==> src/rtl/ps2h.sv <==
// PS/2 host-to-device transmitter: inhibits the bus, requests to send, shifts out
// one byte with odd parity on device clock falls, then checks the device ACK.
module ps2h #(
  parameter int INHIBIT = 2800,
  parameter int SETUP   = 16,
  parameter int TIMEOUT = 560000
) (
  input  logic       clock,
  input  logic       reset,
  input  logic [1:0] ps2,
  output logic [1:0] ps2oe,
  input  logic       strb,
  input  logic [7:0] code,
  output logic       busy,
  output logic       done,
  output logic       error
);

  localparam int DMAX = (INHIBIT > SETUP) ? INHIBIT : SETUP;
  localparam int DW   = (DMAX > 1) ? $clog2(DMAX) : 1;
  localparam int TW   = (TIMEOUT > 1) ? $clog2(TIMEOUT) : 1;

  typedef enum logic [2:0] {
    S_IDLE,
    S_INHIBIT,
    S_REQ,
    S_XFER,
    S_ACK,
    S_RELEASE
  } state_t;

  state_t          state_q;
  logic [7:0]      flt_q;
  logic            clkf_q;
  logic            dat_q;
  logic [8:0]      sh_q;
  logic [3:0]      n_q;
  logic [DW-1:0]   dly_q;
  logic [TW-1:0]   tmo_q;
  logic [1:0]      ps2oe_q;
  logic            busy_q;
  logic            done_q;
  logic            error_q;
  logic            fall;
  logic            timed;

  assign fall  = clkf_q & (flt_q == 8'h00);
  assign timed = (state_q == S_XFER) || (state_q == S_ACK) || (state_q == S_RELEASE);

  assign ps2oe = ps2oe_q;
  assign busy  = busy_q;
  assign done  = done_q;
  assign error = error_q;

  // Filter starts at the idle-high level so reset never produces a spurious fall.
  always_ff @(posedge clock or posedge reset) begin
    if (reset) begin
      flt_q  <= 8'hFF;
      clkf_q <= 1'b1;
      dat_q  <= 1'b1;
    end else begin
      flt_q <= {flt_q[6:0], ps2[0]};
      dat_q <= ps2[1];
      if (flt_q == 8'hFF) begin
        clkf_q <= 1'b1;
      end else if (flt_q == 8'h00) begin
        clkf_q <= 1'b0;
      end
    end
  end

  always_ff @(posedge clock or posedge reset) begin
    if (reset) begin
      state_q <= S_IDLE;
      sh_q    <= '0;
      n_q     <= '0;
      dly_q   <= '0;
      tmo_q   <= '0;
      ps2oe_q <= 2'b00;
      busy_q  <= 1'b0;
      done_q  <= 1'b0;
      error_q <= 1'b0;
    end else begin
      done_q  <= 1'b0;
      error_q <= 1'b0;
      if (timed && (tmo_q == TW'(TIMEOUT - 1))) begin
        ps2oe_q <= 2'b00;
        error_q <= 1'b1;
        busy_q  <= 1'b0;
        state_q <= S_IDLE;
      end else begin
        if (timed) begin
          tmo_q <= tmo_q + TW'(1);
        end
        case (state_q)
          S_IDLE: begin
            if (strb) begin
              sh_q    <= {~^code, code};
              ps2oe_q <= 2'b01;
              dly_q   <= '0;
              busy_q  <= 1'b1;
              state_q <= S_INHIBIT;
            end
          end
          S_INHIBIT: begin
            if (dly_q == DW'(INHIBIT - 1)) begin
              dly_q   <= '0;
              ps2oe_q <= 2'b11;
              state_q <= S_REQ;
            end else begin
              dly_q <= dly_q + DW'(1);
            end
          end
          S_REQ: begin
            if (dly_q == DW'(SETUP - 1)) begin
              ps2oe_q <= 2'b10;
              n_q     <= '0;
              tmo_q   <= '0;
              state_q <= S_XFER;
            end else begin
              dly_q <= dly_q + DW'(1);
            end
          end
          S_XFER: begin
            if (fall) begin
              if (n_q == 4'd9) begin
                ps2oe_q[1] <= 1'b0;
                state_q    <= S_ACK;
              end else begin
                ps2oe_q[1] <= ~sh_q[n_q];
              end
              n_q <= n_q + 4'd1;
            end
          end
          S_ACK: begin
            // Device acknowledges by holding data low across its last clock.
            if (fall) begin
              if (!dat_q) begin
                state_q <= S_RELEASE;
              end else begin
                error_q <= 1'b1;
                busy_q  <= 1'b0;
                ps2oe_q <= 2'b00;
                state_q <= S_IDLE;
              end
            end
          end
          S_RELEASE: begin
            if (clkf_q && dat_q) begin
              done_q  <= 1'b1;
              busy_q  <= 1'b0;
              ps2oe_q <= 2'b00;
              state_q <= S_IDLE;
            end
          end
          default: state_q <= S_IDLE;
        endcase
      end
    end
  end

endmodule

==> config.mk <==
export PLATFORM = sky130hd
export DESIGN_NAME = ps2h
export DESIGN_NICKNAME = d
export VERILOG_FILES = /design/src/rtl/ps2h.sv
export SDC_FILE = /design/constraint.sdc
export NUM_CORES = 1
export LEC_CHECK = 0
export ABC_CLOCK_PERIOD_IN_PS = 2700
export CAP_MARGIN = 20
export CORE_AREA = 2 2 73 93
export DETAILED_ROUTE_END_ITERATION = 10
export DIE_AREA = 0 0 75 95
export PLACE_DENSITY_LB_ADDON = 0.05
export SLEW_MARGIN = 5
export SYNTH_ARGS = -nofsm -noshare
export SYNTH_HDL_FRONTEND = slang
export SYNTH_SLANG_ARGS = --single-unit
==> constraint.sdc <==
create_clock -name clock -period 2.7 [get_ports clock]
set_clock_uncertainty 0.2 [all_clocks]
set_input_delay 0.675 -clock clock [delete_from_list [all_inputs] [get_ports clock]]
set_output_delay 0.675 -clock clock [all_outputs]
set_load 0.05 [all_outputs]
* Word level (Yosys, flattened, before mapping)
Index checks and enable logic that the tools add are counted.
Word-level totals: register bits 63, latch bits 0, RAM bits 0, ROM bits 0, word-level logic and storage cells 110, memories kept 0
Operators by class: $add $sub $neg 3, multipliers 0, divide/modulo/power cells 0, order comparisons 1, eq/ne operators 22, shifts and indexed selects 0, muxes and demuxes 48, bitwise logic cells 3, reduce and logical (&&, ||, !) cells 20
Operator list (count):
- $mux 20 | 3
- $mux 12 | 3
- $pmux 12 s3 | 1
- $mux 3 | 9
- $add 20x1->20 const B | 1
- $eq 20x20->1 const B | 1
- $pmux 3 s6 | 1
- $mux 1 | 17
- $mux 2 | 7
- $reduce_and 7->1 | 2
- $add 12x1->12 const B | 1
- $eq 12x12->1 const B | 1
- $eq 12x4->1 const B | 1
- $ne 3x2->1 const B | 3
- $ne 3x3->1 const B | 3
- $eq 8x8->1 const B | 1
- $logic_not 8->1 | 1
- $mux 4 | 2
- $ne 2x2->1 const B | 4
- $pmux 4 s2 | 1
- $reduce_and 4->1 | 2
- $reduce_and 8->1 | 1
- $reduce_xnor 8->1 | 1
- $reduce_bool 7->1 | 1
- other kinds (22) | 29

* Logic depth before layout (Yosys ltp)
Gate-level depths: netlist (run 1).
depth in word-level cells 7, mapped depth 9, gate-level depth less buffers 7

* Worst setup path after synthesis (run 1)
OpenSTA, ideal clock, no wires.
path kind register to register, start point register dly_q[0], end point register ps2oe_q[1], in the netlist ps2oe[1], library setup time 0.125 ns, arrival 2.317 ns, required time 2.375 ns, slack 0.058 ns, cell stages (with the launch flop) 10, path buffers 2, period minus slack after synthesis 2.642 ns, cells stage by stage dfrtp_1 ha_1 and3_1 and4_1 buf_6 or4_4 buf_6 a2bb2oi_1 a21boi_1 mux2_4
On the way: word-level cells in the longest chain between the ends 3, elaborated cells on any way between the ends 5, those cells by class eq/ne (4); reduce/logical (1)
RTL lines:
- start: declaration | RTL line 38 | logic [DW-1:0] dly_q;
- start signal: assignment | RTL line 111 | dly_q <= dly_q + DW'(1);
- start signal: assignment | RTL line 121 | dly_q <= dly_q + DW'(1);
- $eq 12x4->1 / $eq 12x12->1 (equally long branches) | RTL line 115, 106
- $ne 3x3->1 (no source line)
- $reduce_and 8->1 (no source line) (*)
- end signal: assignment | RTL line 130 | ps2oe_q[1] <= ~sh_q[n_q];
- end: declaration | RTL line 40 | logic [1:0] ps2oe_q;
Every way passes the cells marked *; elsewhere a longest branch is shown, timed or not. A chain may end at the register's enable or synchronous reset.

* Final worst setup path (run 1)
Same ends and word-level chain as after synthesis.

==> results of run 1 <==
[sequential cells by signal, summed over array words and instances, names as in the netlist]
register,count
n_q,4
busy,1
dly_q,12
done,1
tmo_q,20
clkf_q,1
state_q,3
error,1
sh_q,9
dat_q,1
flt_q,8
ps2oe,2
[final cells by class]
cell class,count,area [um^2]
Clock buffer,12,155
Clock inverter,4,45.0
Sequential cell,63,1590
Timing Repair Buffer,40,355
Tap cell,87,109
Inverter,7,26.3
Fill cell,552,2440
Multi-Input combinational cell,249,1600
[where the power goes]
group / total (uW) / switching, uW / internal [uW]
clock: 815 / 342 / 472
sequential: 993 / 17.7 / 976
combinational: 105 / 51.2 / 54.0
total: 1910 / 411 / 1500
[worst register-to-register path: stages, from the launching register on]
cell and delay, ps:
dfrtp_1 410, ha_1 250, and3_1 240, and4_1 190, or4_4 540, a2bb2oi_1 180
a21boi_1 160, mux2_4 290
[timing repair]
| action | CTS | global route |
|---|---|---|
| setup buffers | 0 | 0 |
| endpoints found under the setup margin | 0 | 1 |
| resized for setup | 0 | 1 |
| endpoints found under the hold margin | 0 | 0 |
[metrics by stage]
step	cells	cell area, um^2	util [%]	setup TNS [ps]	setup slack (ps)
after CTS	462	3870	61.3	0	110
after global routing	462	3880	61.4	-4.16	-4.16
after floorplan	332	3290	-	0	58.1
after detailed placement	446	3670	58.2	-5.16	-5.16
final	462	3880	61.4	0	120
after global placement	446	3670	58.2	0	5.26
[cells by family after synthesis]
| family | share of synthesized area [%] |
|---|---|
| AOI/OAI and AO/OA | 12.4 |
| xor gates and xnor gates | 6.66 |
| adders and majority gates | 1.52 |
| buffers and inverters | 3.08 |
| DFF | 48.4 |
| muxes | 5.86 |
| and+or+nand+nor | 22.1 |
[layer usage]
metal / track usage (%) / share of wire, % / up-vias
li1: - / - / 1268
met1: 29.2 / 44 / 1260
met2: 37.6 / 53 / 37
met3: 3.52 / 2.6 / 6
met4: 8.78 / 0.92 / 0
met5: 0 / 0 / -
[worst paths after layout]
| check | end | slack [ps] | depth (start not counted) |
|---|---|---|---|
| worst max-delay path | ps2oe[1]$_DFFE_PP0P_ | 120 | 7 |
| worst min register to register | flt_q[4]$_DFF_PP1_ | 170 | 0 |
| worst min-delay path | flt_q[4]$_DFF_PP1_ | 170 | 0 |
| min in group asynchronous | error$_DFF_PP0_ | 480 | 2 |
| max in group asynchronous | state_q[1]$_DFFE_PP0P_ | 1210 | 3 |
| worst max register to register | ps2oe[1]$_DFFE_PP0P_ | 120 | 7 |
[cell usage after synthesis (4+ instances only)]
master    instances
nor2b_1           4
a21oi_1           9
nand2_1          27
dfrtp_1          53
mux2_2           10
nand2b_1          4
nor4_1            4
o21ai_1           5
nor2_1           42
xor2_1           11
nand4_1           9
inv_1             7
dfstp_2          10
o21ai_0          22
clkbuf_1          6
nor3_1            8
xnor2_1          14
and3_1            6
o31ai_1           5
or3_1             5
ha_1              4
nand3_1          13
==> flow_metrics.py, run 1 <==
metrics = {
    "die": {
        "die_h_um": 95,
        "fp.dieW_um": 75,
        "dieArea_mm2": 0.00713,
        "num_io_pins": 18,
        "num_rows": 33,
        "initial_core_util_pct": 52.0,
        "coreArea_mm2": 0.00632,
    },
    "power_and_ir_drop": {
        "vdd_ir_drop_max_mv": 0.284,
        "power_uw": 1910,
        "p_per_area_mw_per_mm2": 493,
        "p_leak_uw": 0.00162,
    },
    "clock_network": {
        "worstSkewPairLatency_ps": 340,
        "clock-sinks": 63,
        "clockBufferDepth": 2,
        "clk_pin_slew_worst_paths_ps": 70,
        "cts_tree": "built",
        "clockRootBuffer": "clkbuf_8",
        "htree_levels": 3,
        "ctsHoldBuffers": 0,
        "cts_inserted_buffers": 9,
    },
    "sta": {
        "worstMarginPinSlew_ps": 551,
        "holdWs_ps": 172,
        "min_period_over_period_pct": 95.5,
        "finalHoldViolCount": 0,
        "setup_viol": 0,
        "min_period_ps": 2580,
        "fmax_mhz": 388,
        "finalMaxSlewViolations": 0,
        "slew_headroom_pct": 63.0,
    },
    "critical_path": {
        "crit_path_start": "dly_q[0]$_DFFE_PP0P_",
        "crit_required_ps": 2720,
        "crit_family": "simple AND/OR/NAND/NOR gates",
        "slowest_delay_ps": 540,
        "cp-end-kind": "flop",
        "crit_arrival_ps": 2600,
        "startpoint_type": "flop",
        "worstPathCellList": "ha_1 -> and3_1 -> and4_1 -> or4_4 -> a2bb2oi_1 -> a21boi_1 -> mux2_4",
        "reg2reg_from": "dly_q[0]$_DFFE_PP0P_",
        "worstPathMaxFanout": 4,
        "crit_type": "reg2reg",
        "path_buf_inv": 0,
        "cpMaxStageDelayCell": "or4_4",
    },
    "grt": {
        "grt_pass1_wl_mm": 12.3,
        "grt_max_degree": 28,
        "grt_usage_pct": 22.6,
        "grt_pass1_vias": 2568,
        "grt_overflow": 0,
        "antenna_found_initial": 0,
    },
    "route": {
        "firstDrtPassIters": 4,
        "drc": 0,
        "via_per_inst": 5.56,
        "wirelength_mm": 7.07,
        "ant_nets": 0,
        "wl_per_cell_um": 15.3,
        "dr_total_vias": 2571,
        "drtIter0Drc": 194,
    },
    "finish": {
        "fin_nets": 387,
        "final_cell_mix": "dfrtp_1 (53), nor2_1 (42), nand2_1 (27)",
        "final_common_cell": "dfrtp_1",
        "synthToLayoutAreaGrowth_pct": 18.1,
        "layout-drive-gt1-share_pct": 18.7,
        "antenna_cells": 0,
    },
    "place": {
        "portBuffers": 17,
        "gp_congestion": 0.909,
        "place_hpwl_mm": 5.13,
    },
    "worst_hold_path": {
        "min_from": "flt_q[3]$_DFF_PP1_",
        "worstHoldPathType": "reg2reg",
    },
    "run": {
        "cap_violations": 0,
    },
    "yosys": {
        "synth-seq-area-share_pct": 48.4,
        "ys_seq_elements": 63,
        "synth.top_cells.by_area": "dfrtp_1 (40%), dfstp_2 (8.0%), nor2_1 (4.8%)",
        "synth_top_area_cell": "dfrtp_1",
        "syn_inst": 332,
        "syn_avg_cell_area_um2": 9.90,
        "synth_top_area_share_pct": 40.4,
        "synth_enable_flop_cells": 0,
        "ys_warn_count": 0,
        "synthArstFlopShare_pct": 100,
        "synth_area_mm2": 0.00329,
        "synthFlopType": "dfrtp_1",
        "ys_types": 53,
        "synth_nets": 349,
    },
    "run_status": {
        "status": "finished, final reports clean",
    },
}
(Power assumes the default switching activity.)
==> inputs of run 2 (changes only) <==
--- a/config.mk
+++ b/config.mk
@@ -5,7 +5,6 @@
 export SDC_FILE = /design/constraint.sdc
 export NUM_CORES = 1
 export LEC_CHECK = 0
-export ABC_CLOCK_PERIOD_IN_PS = 2700
 export CAP_MARGIN = 20
 export CORE_AREA = 2 2 73 93
 export DETAILED_ROUTE_END_ITERATION = 10
==> results of run 2 <==
Final layout, timing and power as in run 1 (identical DEF).
==> inputs of run 3 (changes only) <==
--- a/config.mk
+++ b/config.mk
@@ -5,11 +5,13 @@
 export SDC_FILE = /design/constraint.sdc
 export NUM_CORES = 1
 export LEC_CHECK = 0
-export CAP_MARGIN = 20
-export CORE_AREA = 2 2 73 93
+export ABC_AREA = 1
+export CAP_MARGIN = 10
+export CORE_AREA = 2 2 78 98
 export DETAILED_ROUTE_END_ITERATION = 10
-export DIE_AREA = 0 0 75 95
+export DIE_AREA = 0 0 80 100
 export PLACE_DENSITY_LB_ADDON = 0.05
+export RECOVER_POWER = 50
 export SLEW_MARGIN = 5
 export SYNTH_ARGS = -nofsm -noshare
 export SYNTH_HDL_FRONTEND = slang
==> run 3 against run 2 <==
  * Via count up 32%
  * Hold slack better by 18 ps
  * Final area up 11%
  * Largest cell class unchanged
==> flow_metrics.py, run 3 <==
metrics = {
    "sta": {
        "holdWs_ps": 189,
        "setup_tns_ps": 0,
        "finalMaxSlewViolations": 0,
        "finalHoldViolCount": 0,
        "rsz0062_at_grt": "false",
        "min_period_over_period_pct": 89.1,
        "setup_viol": 0,
        "min_period_ps": 2410,
        "slew_headroom_pct": 7.73,
        "fmax_mhz": 416,
        "worstMarginPinSlew_ps": 1380,
    },
    "route": {
        "drtIter0Drc": 149,
        "ant_nets": 0,
        "wirelength_mm": 8.97,
        "dr_total_vias": 3396,
        "drc": 0,
        "firstDrtPassIters": 4,
        "wl_per_cell_um": 14.1,
        "via_per_inst": 5.32,
    },
    "die": {
        "fp.dieW_um": 80,
        "num_rows": 35,
        "coreArea_mm2": 0.00718,
        "initial_core_util_pct": 52.6,
        "num_io_pins": 18,
        "die_h_um": 100,
        "dieArea_mm2": 0.00800,
    },
    "yosys": {
        "synth_enable_flop_cells": 0,
        "synth_area_mm2": 0.00378,
        "syn_inst": 512,
        "synth_top_area_share_pct": 35.1,
        "synth.top_cells.by_area": "dfrtp_1 (35%), nand2_1 (12%), nor2_1 (8.1%)",
        "ys_warn_count": 0,
        "synth_nets": 529,
        "synth_common_cells": "nand2_1 (121), nor2_1 (82), inv_1 (61)",
        "ys_seq_elements": 63,
        "synth_top_area_cell": "dfrtp_1",
        "synth-seq-area-share_pct": 42.1,
        "yosysMostFrequentCell": "nand2_1",
        "ys_types": 38,
        "synthFlopType": "dfrtp_1",
        "syn_avg_cell_area_um2": 7.38,
        "synthArstFlopShare_pct": 100,
    },
    "finish": {
        "final_cell_mix": "nand2_1 (121), nor2_1 (82), inv_1 (60)",
        "largest_reg_flops": 20,
        "design_area_mm2": 0.00430,
        "final_core_utilization_pct": 59.9,
        "final_common_cell": "nand2_1",
        "multi_input_area_mm2": 0.00193,
        "largestRegisters": "tmo_q (20), dly_q (12), sh_q (9)",
        "fillerInstances": 708,
        "antenna_cells": 0,
        "layout-drive-gt1-share_pct": 10.6,
        "fin_nets": 558,
        "largest-register": "tmo_q",
        "regArea_mm2": 0.00159,
        "synthToLayoutAreaGrowth_pct": 13.9,
    },
    "critical_path": {
        "slowest_delay_ps": 820,
        "reg2reg_from": "tmo_q[0]$_DFFE_PP0N_",
        "startpoint_type": "flop",
        "crit_family": "buffers and inverters",
        "rrSetupSlack_ps": 400,
        "endpoint": "ps2oe[0]",
        "path_buf_inv": 1,
        "crit_path_start": "ps2oe[0]$_DFFE_PP0P_",
        "crit_arrival_ps": 1530,
        "cpMaxStageDelayCell": "clkdlybuf4s50_1",
        "crit_type": "reg2out",
        "cp.depth": 1,
        "worstPathCellList": "clkdlybuf4s50_1",
        "crit_required_ps": 1820,
        "worstPathMaxFanout": 2,
        "timing.rr.end": "ps2oe[0]$_DFFE_PP0P_",
        "reg2reg_depth": 8,
        "cp-end-kind": "output port",
    },
    "power_and_ir_drop": {
        "p_clk_share_pct": 25.1,
        "power.net_switching_uw": 1510,
        "pwr-share-seq_pct": 37.7,
        "p_leak_uw": 0.00192,
        "combPwrFrac_pct": 37.1,
        "vdd_ir_drop_max_mv": 0.616,
        "p_per_area_mw_per_mm2": 848,
        "switching_share_pct": 41.2,
        "p_int_uw": 2140,
    },
    "clock_network": {
        "clockRootBuffer": "clkbuf_8",
        "worstSkewPairLatency_ps": 340,
        "clockBufferDepth": 2,
        "htree_levels": 3,
        "clock-sinks": 63,
        "cts_inserted_buffers": 9,
        "cts_tree": "built",
        "post_cts_buffers": 0,
        "cts_resized": 0,
        "ctsHoldBuffers": 0,
        "clk_pin_slew_worst_paths_ps": 70,
    },
    "run": {
        "cap_violations": 0,
    },
    "grt": {
        "grt_pass1_vias": 3293,
        "grt_overflow": 0,
        "grt_pass1_wl_mm": 15.5,
        "antenna_found_initial": 0,
        "grt_usage_pct": 24.5,
        "grt_max_degree": 64,
    },
    "worst_hold_path": {
        "worstHoldPathType": "reg2reg",
        "min_from": "flt_q[0]$_DFF_PP1_",
    },
    "place": {
        "portBuffers": 17,
        "place_hpwl_mm": 6.74,
        "place_area_mm2": 0.00409,
        "gp_congestion": 0.933,
    },
    "run_status": {
        "status": "finished, final reports clean",
    },
}
[run 3: layout make-up]
| cell class | instances | share of cell area, % |
|---|---|---|
| well taps | 92 | 2.68 |
| repair buffers | 21 | 4.60 |
| clock inverters | 5 | 1.45 |
| inverters | 66 | 5.76 |
| multi-input cells | 380 | 44.8 |
| clock buffers | 11 | 3.78 |
| flip-flops and latches | 63 | 36.9 |
[run 3: stage by stage]
stage	std cells	total power (uW)	worst slack (ps)
3_3_place_gp	622	2710	310
3_5_place_dp	622	2740	288
6_report	638	3650	294
2_1_floorplan	512	2390	272
4_1_cts	638	3670	286
5_1_grt	638	3930	200
[run 3: cells by family after synthesis]
logic type	after synthesis	synth area share, %
compound gates	58	8.28
xor+xnor	14	3.25
fa+ha+maj	4	1.32
buf+inv	69	6.92
flops	63	42.1
mux	7	2.09
simple gates	297	36.1
[run 3: worst min-delay path by stage]
stage | to | slack [ps] | depth (start not counted)
2_1_floorplan | flt_q[3]$_DFF_PP1_ | 160 | 0
3_3_place_gp | flt_q[1]$_DFF_PP1_ | 160 | 0
3_5_place_dp | flt_q[4]$_DFF_PP1_ | 160 | 0
4_1_cts | flt_q[1]$_DFF_PP1_ | 180 | 0
5_1_grt | flt_q[6]$_DFF_PP1_ | 200 | 0
6_report | flt_q[1]$_DFF_PP1_ | 190 | 0
[run 3: power by group through the flow]
stage / sequential [uW] / combinational (uW) / clock, uW
floorplan: 1390 / 998 / 0
global placement: 1390 / 1330 / 0
detailed placement: 1390 / 1350 / 0
CTS: 1380 / 1360 / 934
global route: 1410 / 1540 / 975
finish: 1380 / 1360 / 917
[run 3: metal layers]
metal  GRT usage, %  wire (um)  part of all wire (%)  vias to the layer above
li1               -          -                     -                     1708
met1           30.9       4070                    45                     1613
met2           42.2       4540                    51                       59
met3           3.60        222                   2.5                       16
met4           9.26        150                   1.7                        0
met5              0          0                     0                        -
